--- src/rtl/aes_pkg.sv ---
// Shared AES-256 definitions: FSM state encoding, S-box table, GF(2^8) helpers.
// Optional key-timeout feature: AES_KEY_TIMEOUT_EN adds the ST_ERR state.
package aes_pkg;

   localparam int unsigned AES256_NR = 14;

   typedef enum logic [2:0] {
      ST_IDLE,
      ST_KEYREQ,
      ST_ROUND,
      ST_DONE
`ifdef AES_KEY_TIMEOUT_EN
      ,ST_ERR
`endif
   } aes_state_e;

   localparam logic [7:0] SBOX [0:255] = '{
      8'h63, 8'h7c, 8'h77, 8'h7b, 8'hf2, 8'h6b, 8'h6f, 8'hc5, 8'h30, 8'h01, 8'h67, 8'h2b, 8'hfe, 8'hd7, 8'hab, 8'h76,
      8'hca, 8'h82, 8'hc9, 8'h7d, 8'hfa, 8'h59, 8'h47, 8'hf0, 8'had, 8'hd4, 8'ha2, 8'haf, 8'h9c, 8'ha4, 8'h72, 8'hc0,
      8'hb7, 8'hfd, 8'h93, 8'h26, 8'h36, 8'h3f, 8'hf7, 8'hcc, 8'h34, 8'ha5, 8'he5, 8'hf1, 8'h71, 8'hd8, 8'h31, 8'h15,
      8'h04, 8'hc7, 8'h23, 8'hc3, 8'h18, 8'h96, 8'h05, 8'h9a, 8'h07, 8'h12, 8'h80, 8'he2, 8'heb, 8'h27, 8'hb2, 8'h75,
      8'h09, 8'h83, 8'h2c, 8'h1a, 8'h1b, 8'h6e, 8'h5a, 8'ha0, 8'h52, 8'h3b, 8'hd6, 8'hb3, 8'h29, 8'he3, 8'h2f, 8'h84,
      8'h53, 8'hd1, 8'h00, 8'hed, 8'h20, 8'hfc, 8'hb1, 8'h5b, 8'h6a, 8'hcb, 8'hbe, 8'h39, 8'h4a, 8'h4c, 8'h58, 8'hcf,
      8'hd0, 8'hef, 8'haa, 8'hfb, 8'h43, 8'h4d, 8'h33, 8'h85, 8'h45, 8'hf9, 8'h02, 8'h7f, 8'h50, 8'h3c, 8'h9f, 8'ha8,
      8'h51, 8'ha3, 8'h40, 8'h8f, 8'h92, 8'h9d, 8'h38, 8'hf5, 8'hbc, 8'hb6, 8'hda, 8'h21, 8'h10, 8'hff, 8'hf3, 8'hd2,
      8'hcd, 8'h0c, 8'h13, 8'hec, 8'h5f, 8'h97, 8'h44, 8'h17, 8'hc4, 8'ha7, 8'h7e, 8'h3d, 8'h64, 8'h5d, 8'h19, 8'h73,
      8'h60, 8'h81, 8'h4f, 8'hdc, 8'h22, 8'h2a, 8'h90, 8'h88, 8'h46, 8'hee, 8'hb8, 8'h14, 8'hde, 8'h5e, 8'h0b, 8'hdb,
      8'he0, 8'h32, 8'h3a, 8'h0a, 8'h49, 8'h06, 8'h24, 8'h5c, 8'hc2, 8'hd3, 8'hac, 8'h62, 8'h91, 8'h95, 8'he4, 8'h79,
      8'he7, 8'hc8, 8'h37, 8'h6d, 8'h8d, 8'hd5, 8'h4e, 8'ha9, 8'h6c, 8'h56, 8'hf4, 8'hea, 8'h65, 8'h7a, 8'hae, 8'h08,
      8'hba, 8'h78, 8'h25, 8'h2e, 8'h1c, 8'ha6, 8'hb4, 8'hc6, 8'he8, 8'hdd, 8'h74, 8'h1f, 8'h4b, 8'hbd, 8'h8b, 8'h8a,
      8'h70, 8'h3e, 8'hb5, 8'h66, 8'h48, 8'h03, 8'hf6, 8'h0e, 8'h61, 8'h35, 8'h57, 8'hb9, 8'h86, 8'hc1, 8'h1d, 8'h9e,
      8'he1, 8'hf8, 8'h98, 8'h11, 8'h69, 8'hd9, 8'h8e, 8'h94, 8'h9b, 8'h1e, 8'h87, 8'he9, 8'hce, 8'h55, 8'h28, 8'hdf,
      8'h8c, 8'ha1, 8'h89, 8'h0d, 8'hbf, 8'he6, 8'h42, 8'h68, 8'h41, 8'h99, 8'h2d, 8'h0f, 8'hb0, 8'h54, 8'hbb, 8'h16
   };

   // Multiply by x in GF(2^8), reducing by x^8 + x^4 + x^3 + x + 1.
   function automatic logic [7:0] xtime(input logic [7:0] b);
      return {b[6:0], 1'b0} ^ (b[7] ? 8'h1b : 8'h00);
   endfunction

   // One MixColumns column; [31:24] is row 0.
   function automatic logic [31:0] mix_column(input logic [31:0] c);
      logic [7:0] a0, a1, a2, a3;
      a0 = c[31:24];
      a1 = c[23:16];
      a2 = c[15:8];
      a3 = c[7:0];
      return {xtime(a0) ^ xtime(a1) ^ a1 ^ a2 ^ a3,
              a0 ^ xtime(a1) ^ xtime(a2) ^ a2 ^ a3,
              a0 ^ a1 ^ xtime(a2) ^ xtime(a3) ^ a3,
              xtime(a0) ^ a0 ^ a1 ^ a2 ^ xtime(a3)};
   endfunction

endpackage

--- src/rtl/aes_sbox.sv ---
// SubBytes: 16 parallel S-box lookups over the 128-bit state, purely combinational.
module aes_sbox
   import aes_pkg::*;
(
   input  logic [127:0] i_data,
   output logic [127:0] o_data
);

   for (genvar g = 0; g < 16; g++) begin : g_byte
      assign o_data[8*g +: 8] = SBOX[i_data[8*g +: 8]];
   end

endmodule

--- src/rtl/aes256_round_engine.sv ---
// Iterative AES-256 encryption engine driving an external key schedule.
// One round per accepted round key; one shared S-box bank.
// Optional feature: define AES_KEY_TIMEOUT_EN for the key-wait watchdog and ERR state.
module aes256_round_engine
   import aes_pkg::*;
#(
   parameter int unsigned NR = AES256_NR
`ifdef AES_KEY_TIMEOUT_EN
   ,parameter int unsigned KEY_TIMEOUT = 64
`endif
)(
   input  logic         clk_i,
   input  logic         rst_n,
   input  logic         start_i,
   input  logic [127:0] data_i,
   output logic         ready_o,
   output logic         busy_o,
   output logic         done_o,
   output logic [127:0] data_o,
   output logic [3:0]   round_o,
   output logic         key_en_o,
   input  logic         key_ready_i,
   input  logic [127:0] round_key_i,
   output logic         err_o
);

   localparam logic [3:0] LAST_ROUND = 4'(NR);

   aes_state_e   r_state, w_state_nxt;
   logic [127:0] r_data, r_data_o;
   logic [127:0] w_sub, w_shift, w_mix, w_round;
   logic [3:0]   r_round;
   logic         r_done, r_key_en;
   logic         w_accept, w_last;

   assign w_last = (r_round == LAST_ROUND);

`ifdef AES_KEY_TIMEOUT_EN
   localparam int unsigned TW = (KEY_TIMEOUT > 1) ? $clog2(KEY_TIMEOUT) : 1;
   localparam logic [TW-1:0] TMO_LAST = TW'(KEY_TIMEOUT - 1);
   logic [TW-1:0] r_tmo;
   logic          r_err;
   assign w_accept = start_i && ((r_state == ST_IDLE) || (r_state == ST_ERR));
`else
   assign w_accept = start_i && (r_state == ST_IDLE);
`endif

   aes_sbox u_sbox (
      .i_data (r_data),
      .o_data (w_sub)
   );

   // ShiftRows then MixColumns on the substituted state (byte 4c+r = row r, column c).
   always_comb begin
      w_shift = '0;
      w_mix   = '0;
      for (int unsigned c = 0; c < 4; c++) begin
         for (int unsigned r = 0; r < 4; r++) begin
            w_shift[127 - 8*(4*c + r) -: 8] = w_sub[127 - 8*(4*((c + r) % 4) + r) -: 8];
         end
      end
      for (int unsigned c = 0; c < 4; c++) begin
         w_mix[127 - 32*c -: 32] = mix_column(w_shift[127 - 32*c -: 32]);
      end
   end

   // Select the round transform for the current round index and add the round key.
   always_comb begin
      if (r_round == 4'd0) begin
         w_round = r_data ^ round_key_i;
      end else if (w_last) begin
         w_round = w_shift ^ round_key_i;
      end else begin
         w_round = w_mix ^ round_key_i;
      end
   end

   // Next-state decode.
   always_comb begin
      w_state_nxt = r_state;
      case (r_state)
         ST_IDLE:   if (start_i) w_state_nxt = ST_KEYREQ;
         ST_KEYREQ: begin
            if (key_ready_i) begin
               w_state_nxt = ST_ROUND;
            end
`ifdef AES_KEY_TIMEOUT_EN
            else if (r_tmo == TMO_LAST) begin
               w_state_nxt = ST_ERR;
            end
`endif
         end
         ST_ROUND:  w_state_nxt = w_last ? ST_DONE : ST_KEYREQ;
         ST_DONE:   w_state_nxt = ST_IDLE;
`ifdef AES_KEY_TIMEOUT_EN
         ST_ERR:    if (start_i) w_state_nxt = ST_KEYREQ;
`endif
         default:   w_state_nxt = ST_IDLE;
      endcase
   end

   // State register.
   always_ff @(posedge clk_i or negedge rst_n) begin
      if (!rst_n) begin
         r_state <= ST_IDLE;
      end else begin
         r_state <= w_state_nxt;
      end
   end

   // Datapath state, round index and registered outputs.
   always_ff @(posedge clk_i or negedge rst_n) begin
      if (!rst_n) begin
         r_data   <= '0;
         r_data_o <= '0;
         r_round  <= '0;
         r_done   <= 1'b0;
         r_key_en <= 1'b0;
      end else begin
         r_done   <= (r_state == ST_DONE);
         r_key_en <= (w_state_nxt == ST_KEYREQ);
         if (w_accept) begin
            r_data  <= data_i;
            r_round <= '0;
         end else if ((r_state == ST_KEYREQ) && key_ready_i) begin
            r_data <= w_round;
         end else if ((r_state == ST_ROUND) && !w_last) begin
            r_round <= r_round + 4'd1;
         end
         if (r_state == ST_DONE) begin
            r_data_o <= r_data;
         end
      end
   end

`ifdef AES_KEY_TIMEOUT_EN
   // Key-wait watchdog: counts KEYREQ cycles, sticky error until the next start.
   always_ff @(posedge clk_i or negedge rst_n) begin
      if (!rst_n) begin
         r_tmo <= '0;
         r_err <= 1'b0;
      end else begin
         if (r_state != ST_KEYREQ) begin
            r_tmo <= '0;
         end else if (!key_ready_i) begin
            r_tmo <= r_tmo + TW'(1);
         end
         if (w_accept) begin
            r_err <= 1'b0;
         end else if ((r_state == ST_KEYREQ) && (w_state_nxt == ST_ERR)) begin
            r_err <= 1'b1;
         end
      end
   end
   assign err_o = r_err;
`else
   assign err_o = 1'b0;
`endif

   assign ready_o  = (r_state == ST_IDLE);
   assign busy_o   = (r_state != ST_IDLE);
   assign done_o   = r_done;
   assign data_o   = r_data_o;
   assign round_o  = r_round;
   assign key_en_o = r_key_en;

endmodule

--- config.mk ---
export PLATFORM = sky130hd
export DESIGN_NAME = aes256_round_engine
export DESIGN_NICKNAME = d
export VERILOG_FILES = /design/src/rtl/aes_pkg.sv /design/src/rtl/aes_sbox.sv /design/src/rtl/aes256_round_engine.sv
export SDC_FILE = /design/constraint.sdc
export NUM_CORES = 2
export LEC_CHECK = 0
export ABC_AREA = 1
export BUFFER_PORTS_ARGS = -buffer_cell sky130_fd_sc_hd__buf_2
export CAP_MARGIN = 10
export CELL_PAD_IN_SITES_DETAIL_PLACEMENT = 2
export CELL_PAD_IN_SITES_GLOBAL_PLACEMENT = 2
export CORE_MARGIN = 2
export CORE_UTILIZATION = 34
export CTS_CLUSTER_SIZE = 25
export DETAILED_ROUTE_END_ITERATION = 8
export PLACE_DENSITY_LB_ADDON = 0.1
export SLEW_MARGIN = 20
export SYNTH_ARGS = -nofsm -noshare
export SYNTH_HDL_FRONTEND = slang
export SYNTH_HIERARCHICAL = 1
export SYNTH_SLANG_ARGS = --single-unit
--- constraint.sdc ---
create_clock -name clk_i -period 5 [get_ports clk_i]
set_input_delay 0.75 -clock clk_i [delete_from_list [all_inputs] [get_ports clk_i]]
set_output_delay 0.75 -clock clk_i [all_outputs]
set_load 0.005 [all_outputs]
Word level (Yosys, flattened, before mapping) --
Memories as Yosys holds them, arrays and structs flattened. Index checks and enable logic that the tools add are counted.
Operators by class: bitwise logic cells 99, eq/ne operators 6, reductions and logical operators 10, add/subtract/negate cells 1, multiplexer cells 59, magnitude comparators 16
Operators by type and width (number):
- $mux W128 | 4
- $xor A8 B8 Y8 | 64
- $xor A128 B128 Y128 | 3
- $mux W8 | 32
- $ge A9 B9 Y1 const B | 16
- $not A8 Y9 | 16
- $xor A8 B5 Y8 | 16
- $mux W5 | 16
- $mux W4 | 3
- $pmux W3 S3 | 1
- $eq A3 B1 Y1 const B | 2
- $eq A3 B2 Y1 const B | 2
- $mux W3 | 2
- $add A4 B1 Y4 const B | 1
- $eq A4 B4 Y1 const B | 1
- $logic_not A4 Y1 | 1
- $reduce_bool A2 Y1 | 2
- $logic_and A1 B1 Y1 | 3
- $logic_not A3 Y1 | 1
- $reduce_bool A3 Y1 | 1
- $mux W2 | 1
- $ne A2 B2 Y1 const B | 1
- $reduce_and A2 Y1 | 1
- $logic_not A1 Y1 | 1
Storage, ports and cells: memories 16, ROM bits 32768, register bits 265, output and inout port bits 137, bits of input ports 260, logic and storage cells 213
Memories:
- (name not given) | words 256, width 8, rd ports 1, clocked after Yosys merged registers in 0, write ports 0, line aes_sbox.sv:10 | assign o_data[8*g +: 8] = SBOX[i_data[8*g +: 8]];
- (name not given) | words 256, width 8, rd ports 1, clocked after Yosys merged registers in 0, write ports 0, line aes_sbox.sv:10
- (name not given) | words 256, width 8, rd ports 1, clocked after Yosys merged registers in 0, write ports 0, line aes_sbox.sv:10
- (name not given) | words 256, width 8, rd ports 1, clocked after Yosys merged registers in 0, write ports 0, line aes_sbox.sv:10
- (name not given) | words 256, width 8, rd ports 1, clocked after Yosys merged registers in 0, write ports 0, line aes_sbox.sv:10
- (name not given) | words 256, width 8, rd ports 1, clocked after Yosys merged registers in 0, write ports 0, line aes_sbox.sv:10
- 10 more memories

Longest topological paths before layout --
depth in word-level cells 15, gate-level depth with buffers 30, gate-level depth less buffers 28

Cells and area by module --
The synthesis kept the hierarchy.
By module, submodules not included:
- aes_sbox | seq. area each 0.0 sq um, cells an instance 10119, times used 1, area each 46423.3 sq um
- aes256_round_engine | seq. area each 6631.4 sq um, cells an instance 4330, times used 1, area each 23729.0 sq um

Least setup slack after synthesis --
No wires, ideal clock.
kind register to register, from register r_data[33], to register r_data[1], setup time 117 ps, required time 4883 ps, path buffers 0, slack 1853 ps, clock period less this slack 3147 ps, arrival 3031 ps, cell stages (with the launch flop) 27, cells stage by stage dfrtp_1 -> inv_1 -> ha_1 -> inv_1 -> nand2_2 -> nand2_1 -> inv_1 -> nand2_1 -> nand2_1 -> nor2_1 -> nor2_1 -> a21oi_1 -> nand2_1 -> nand2_1 -> clkinv_1 -> nand2_1 -> nand2_1 -> nand2_1 -> nand2_1 -> nand2_1 -> nand3_1 -> nand2_1 -> nand2_1 -> nand2_1 -> nand3_1 -> nand2_1 -> nand2_1
On the way: cells in the longest elaborated chain, start to end 12, elaborated cells between the ends (all ways) 13, those cells by class 7 x mux; 5 x bitwise; 1 x memory
Ends and longest elaborated chain:
- from (decl) | line aes256_round_engine.sv:30 | logic [127:0] r_data, r_data_o;
- from (signal assigned) | line aes256_round_engine.sv:123 | r_data <= data_i;
- from (signal assigned) | line aes256_round_engine.sv:126 | r_data <= w_round;
- $not A8 Y9 (implied by the code) | line aes_sbox.sv:10
- $mem_v2 Z256 W8
- $mux W8 (implied by the code) (2 in a row) | line aes_sbox.sv:10
- via w_sub[39] | line aes256_round_engine.sv:31 | logic [127:0] w_sub, w_shift, w_mix, w_round;
- $mux W5 | line aes_pkg.sv:38 | return {b[6:0], 1'b0} ^ (b[7] ? 8'h1b : 8'h00);
- $xor A8 B5 Y8 | line aes_pkg.sv:38
- $xor A8 B8 Y8 | line aes_pkg.sv:51 | xtime(a0) ^ a0 ^ a1 ^ a2 ^ xtime(a3)};
- $xor A128 B128 Y128 | line aes256_round_engine.sv:74 | w_round = w_mix ^ round_key_i;
- $mux W128 | line aes256_round_engine.sv:71 | end else if (w_last) begin
- $mux W128 | line aes256_round_engine.sv:69 | if (r_round == 4'd0) begin
- $mux W128 | line aes256_round_engine.sv:125 | end else if ((r_state == ST_KEYREQ) && key_ready_i) begin
- $mux W128 | line aes256_round_engine.sv:122 | if (w_accept) begin
The timed path passes the listed nets, and every way through them passes these cells. The select of a mux whose other input is x is not followed. A chain may end at the register's enable or synchronous reset.

Worst setup path in the final report --
from register r_data[8], to register r_data[64]
On the way: cells in the longest elaborated chain, start to end 11
Ends and longest elaborated chain (line):
- $not A8 Y9 (implied by the code) | aes_sbox.sv:10
- $mem_v2 Z256 W8
- $mux W8 (implied by the code) (2 in a row) | aes_sbox.sv:10
- via w_sub[8] | aes256_round_engine.sv:31
- $xor A8 B8 Y8 (2 in a row) | aes_pkg.sv:51
- $xor A128 B128 Y128 | aes256_round_engine.sv:74
- $mux W128 | aes256_round_engine.sv:71
- $mux W128 | aes256_round_engine.sv:69
- $mux W128 | aes256_round_engine.sv:125
- $mux W128 | aes256_round_engine.sv:122
The timed path passes the listed nets, and every way through them passes these cells. The select of a mux whose other input is x is not followed.

==> impl_results.md <==
- Final wirelength: 577 mm
- Layout area overhead: 9.86%
- Count leader, synth: nand2_1
- Startpoint Class: register
- CP cell instances: inv_1 > ha_1 > nand2_1 > inv_1 > nand2_1 > nand3_1 > nand3_1 > nand3_1 > nand2_1 > nand2_1 > inv_1 > nand2_1 > nand2_1 > nand2_1 > nand2_1 > nand2_1 > nand2_1 > o21ai_1 > buf_4 > nand2_1 > nand2_1 > nand3_1 > nand2_1 > nand2_1
- CP arrival: approximately 5.7 ns
- Top_reg_cell synth: dfrtp_1
- Failing checks: design-rule violations, negative setup slack
- Sequential cell area fraction in the yosys report: 0.0945
- H-tree depth: 2
- Root Driver: clkbuf_16
- Cts bufs inserted: 46
- Max-cap violations: 0
- Post-DRT Antenna Nets: 0
- Skew-Pair Late Insertion Delay: 0.76 ns
- Initial drt markers: 16.3k
- WS Path Type: register to register
- Layout cells sized above 1: 0.0823
- DIE HEIGHT: 458 um
- Post-DR vias/cell: 6.74
- CTS tree: built
- Clk buf depth: 3
- Final hold vios: 0
- Port Buf Inserts: between 300 and 400
- Critical Path Fanout Max: 9
- Cell variety after synth: 42
- First-pass GRT wire length: 841 mm
- Pin count of the biggest net entering global routing: approximately 150
- GRT Total Usage: 0.528
- Critical path's largest stage delay: 0.40 ns
- Clock sinks: 265
- Vias in the first global route: 120k
- Post-synth EDFFs: 0
- Hold Slack: around 0.11 ns
- Die area: 0.210 sq mm
- Yosys warning count: 6
- Most used cell, CP: nand2_1
- Outcome: finished, violations left
- DRT Pass-1 Iters: 9
- Fill cell total of the finished layout: 28.0k
- Worst slew margin: 0.162
- RePlAce Congestion: 1.08
- CP endpoint kind: register
- Area after DPL: 0.0747 sq mm
- Final Worst Setup Slack: -0.231 ns
- Hold_buf cts: 0
- Placement Rows: 166
- Async SR Flop Fraction: 1.00
- Worst-Margin Slew: 1.25 ns
- Detailed-route via count: between 100k and 150k
- Fmax: around 190 MHz
- Flops & latches, synth: 265
- Final core utilization: 0.376
- Clk slew on worst S/H paths: roughly 0.060 ns
- Syn avg cell area: 4.86 sq um
- Worst path slowest cell: dfrtp_1
- Core box area: 0.205 sq mm
- Clock skew: between 0.08 and 0.09 ns
- Die Width: 458 um
- Initial Util: 0.343
- Synth top cells by count: nand2_1 (6160), nand3_1 (3340), inv_1 (1034)
- CP required: 5.50 ns
- IO Count: between 300 and 400
- Initial antenna violation count: 75
- Final setup violation count: 14
- Design Area, Final: between 0.07 and 0.08 sq mm
- Nets: 15.0k
- Final period util: 1.05
- Cells after Synth: approximately 14k
- Synth top area cells: nand2_1 (33%), nand3_1 (24%), dfrtp_1 (9.5%), inv_1 (5.5%), nor2_1 (4.4%)
- DRC viols: 37
- Post-synth top area share: 0.330
- Fin. max-slew vios: 0
- Area leader, netlist: nand2_1
- Final Critical Period: 5.23 ns
- Routed length per instance: 33.5 um
- Hold Path Class: primary input to async pin
- Syn Std Cell Area: 0.0702 sq mm
- Global route total overflow: 0
- DPL Wire Length: 420 mm
-- routing by layer --
| layer | vias to the layer above | global-route usage | part of all wire |
|---|---|---|---|
| met1 | 56800 | 0.594 | 0.35 |
| met3 | 3424 | 0.196 | 0.12 |
| met2 | 8790 | 0.797 | 0.42 |
| met4 | 70 | 0.428 | 0.10 |
| met5 | - | 0.0129 | 0.0013 |
| li1 | 47000 | - | - |
-- placed cells by master (no fill, tap or decap), drive strengths merged, types with 5 or more instances in the layout --
master       n
a21oi      507
a31oi       18
buf        823
clkbuf      65
clkinv      38
clkinvlp    18
dfrtp      265
diode       41
ha         243
inv       1066
nand2     6186
nand3     3342
nand3b      70
nand4      127
nor2       835
nor3        21
o211ai     103
o21a         9
o21ai      671
o21bai      19
o22ai        6
or2         20
xnor2       19
xor2         5
-- worst max-delay path, delay by kind of cell (launching register included) --
family / cells / cell delay, ns
AO/OA/AOI/OAI: 1 / 0.15
adder cells (fa/ha/maj): 1 / 0.37
buffers and inverters: 4 / 0.96
flip-flops: 1 / 0.40
AND/OR/NAND/NOR: 18 / 3.11
-- cell families after synthesis --
kind of cell / count (synthesis) / share of synthesized area
and+or+nand+nor: 10600 / 0.638
other: 1 / 0.0000535
xor gates and xnor gates: 24 / 0.00300
AOI/OAI and AO/OA: 1338 / 0.101
adders and majority gates: 243 / 0.0433
buffers and inverters: 1972 / 0.119
DFF: 265 / 0.0945
-- path summary, 6_finish.rpt --
kind / from / end / slack, ns / cells after the start
min in group clk_i: round_key_i[65] / r_data[65] / 0.32 / 5
setup reg to reg: r_data[8] / r_data[64] / -0.23 / 24
hold / removal: rst_n / r_data[113] / 0.11 / 1
setup / recovery: r_data[8] / r_data[64] / -0.23 / 24
max in group asynchronous: rst_n / r_data[99] / 3.58 / 2
hold reg to reg: data_o[50] / data_o[50] / 0.50 / 2
-- what timing repair did --
action	in CTS	in global routing
pin swaps	0	5
setup endpoints to repair	4	95
resized for setup	2	183
setup buffers	0	22
-- final cells by class --
class	count	area, sq um	area share
Antenna cell	41	103	0.00133
Timing Repair Buffer	823	5480	0.0711
Tap cell	2688	3360	0.0436
Multi-Input combinational cell	12200	55700	0.723
Sequential cell	265	6670	0.0866
Clock inverter	17	179	0.00232
Clock buffer	65	1310	0.0170
Inverter	1107	4250	0.0552
-- flip-flops by register name, indices dropped and copies added, names as in the netlist --
| name | flops |
|---|---|
| data_o | 128 |
| done_o | 1 |
| key_en_o | 1 |
| r_data | 128 |
| r_state | 3 |
| round_o | 4 |
-- metrics by stage --
step	setup WS [ns]	cells	TNS (ns)
final	-0.231	17200	-1.32
after global routing	-0.272	17200	-0.880
after CTS	0.128	17200	0
after detailed placement	-0.0407	17100	-0.0407
after global placement	0.294	17100	0
after floorplan	1.85	14500	0
Power is left out: the tool's default activity adds up to more than one toggle a clock period on the data nets, which glitch-free logic cannot reach.
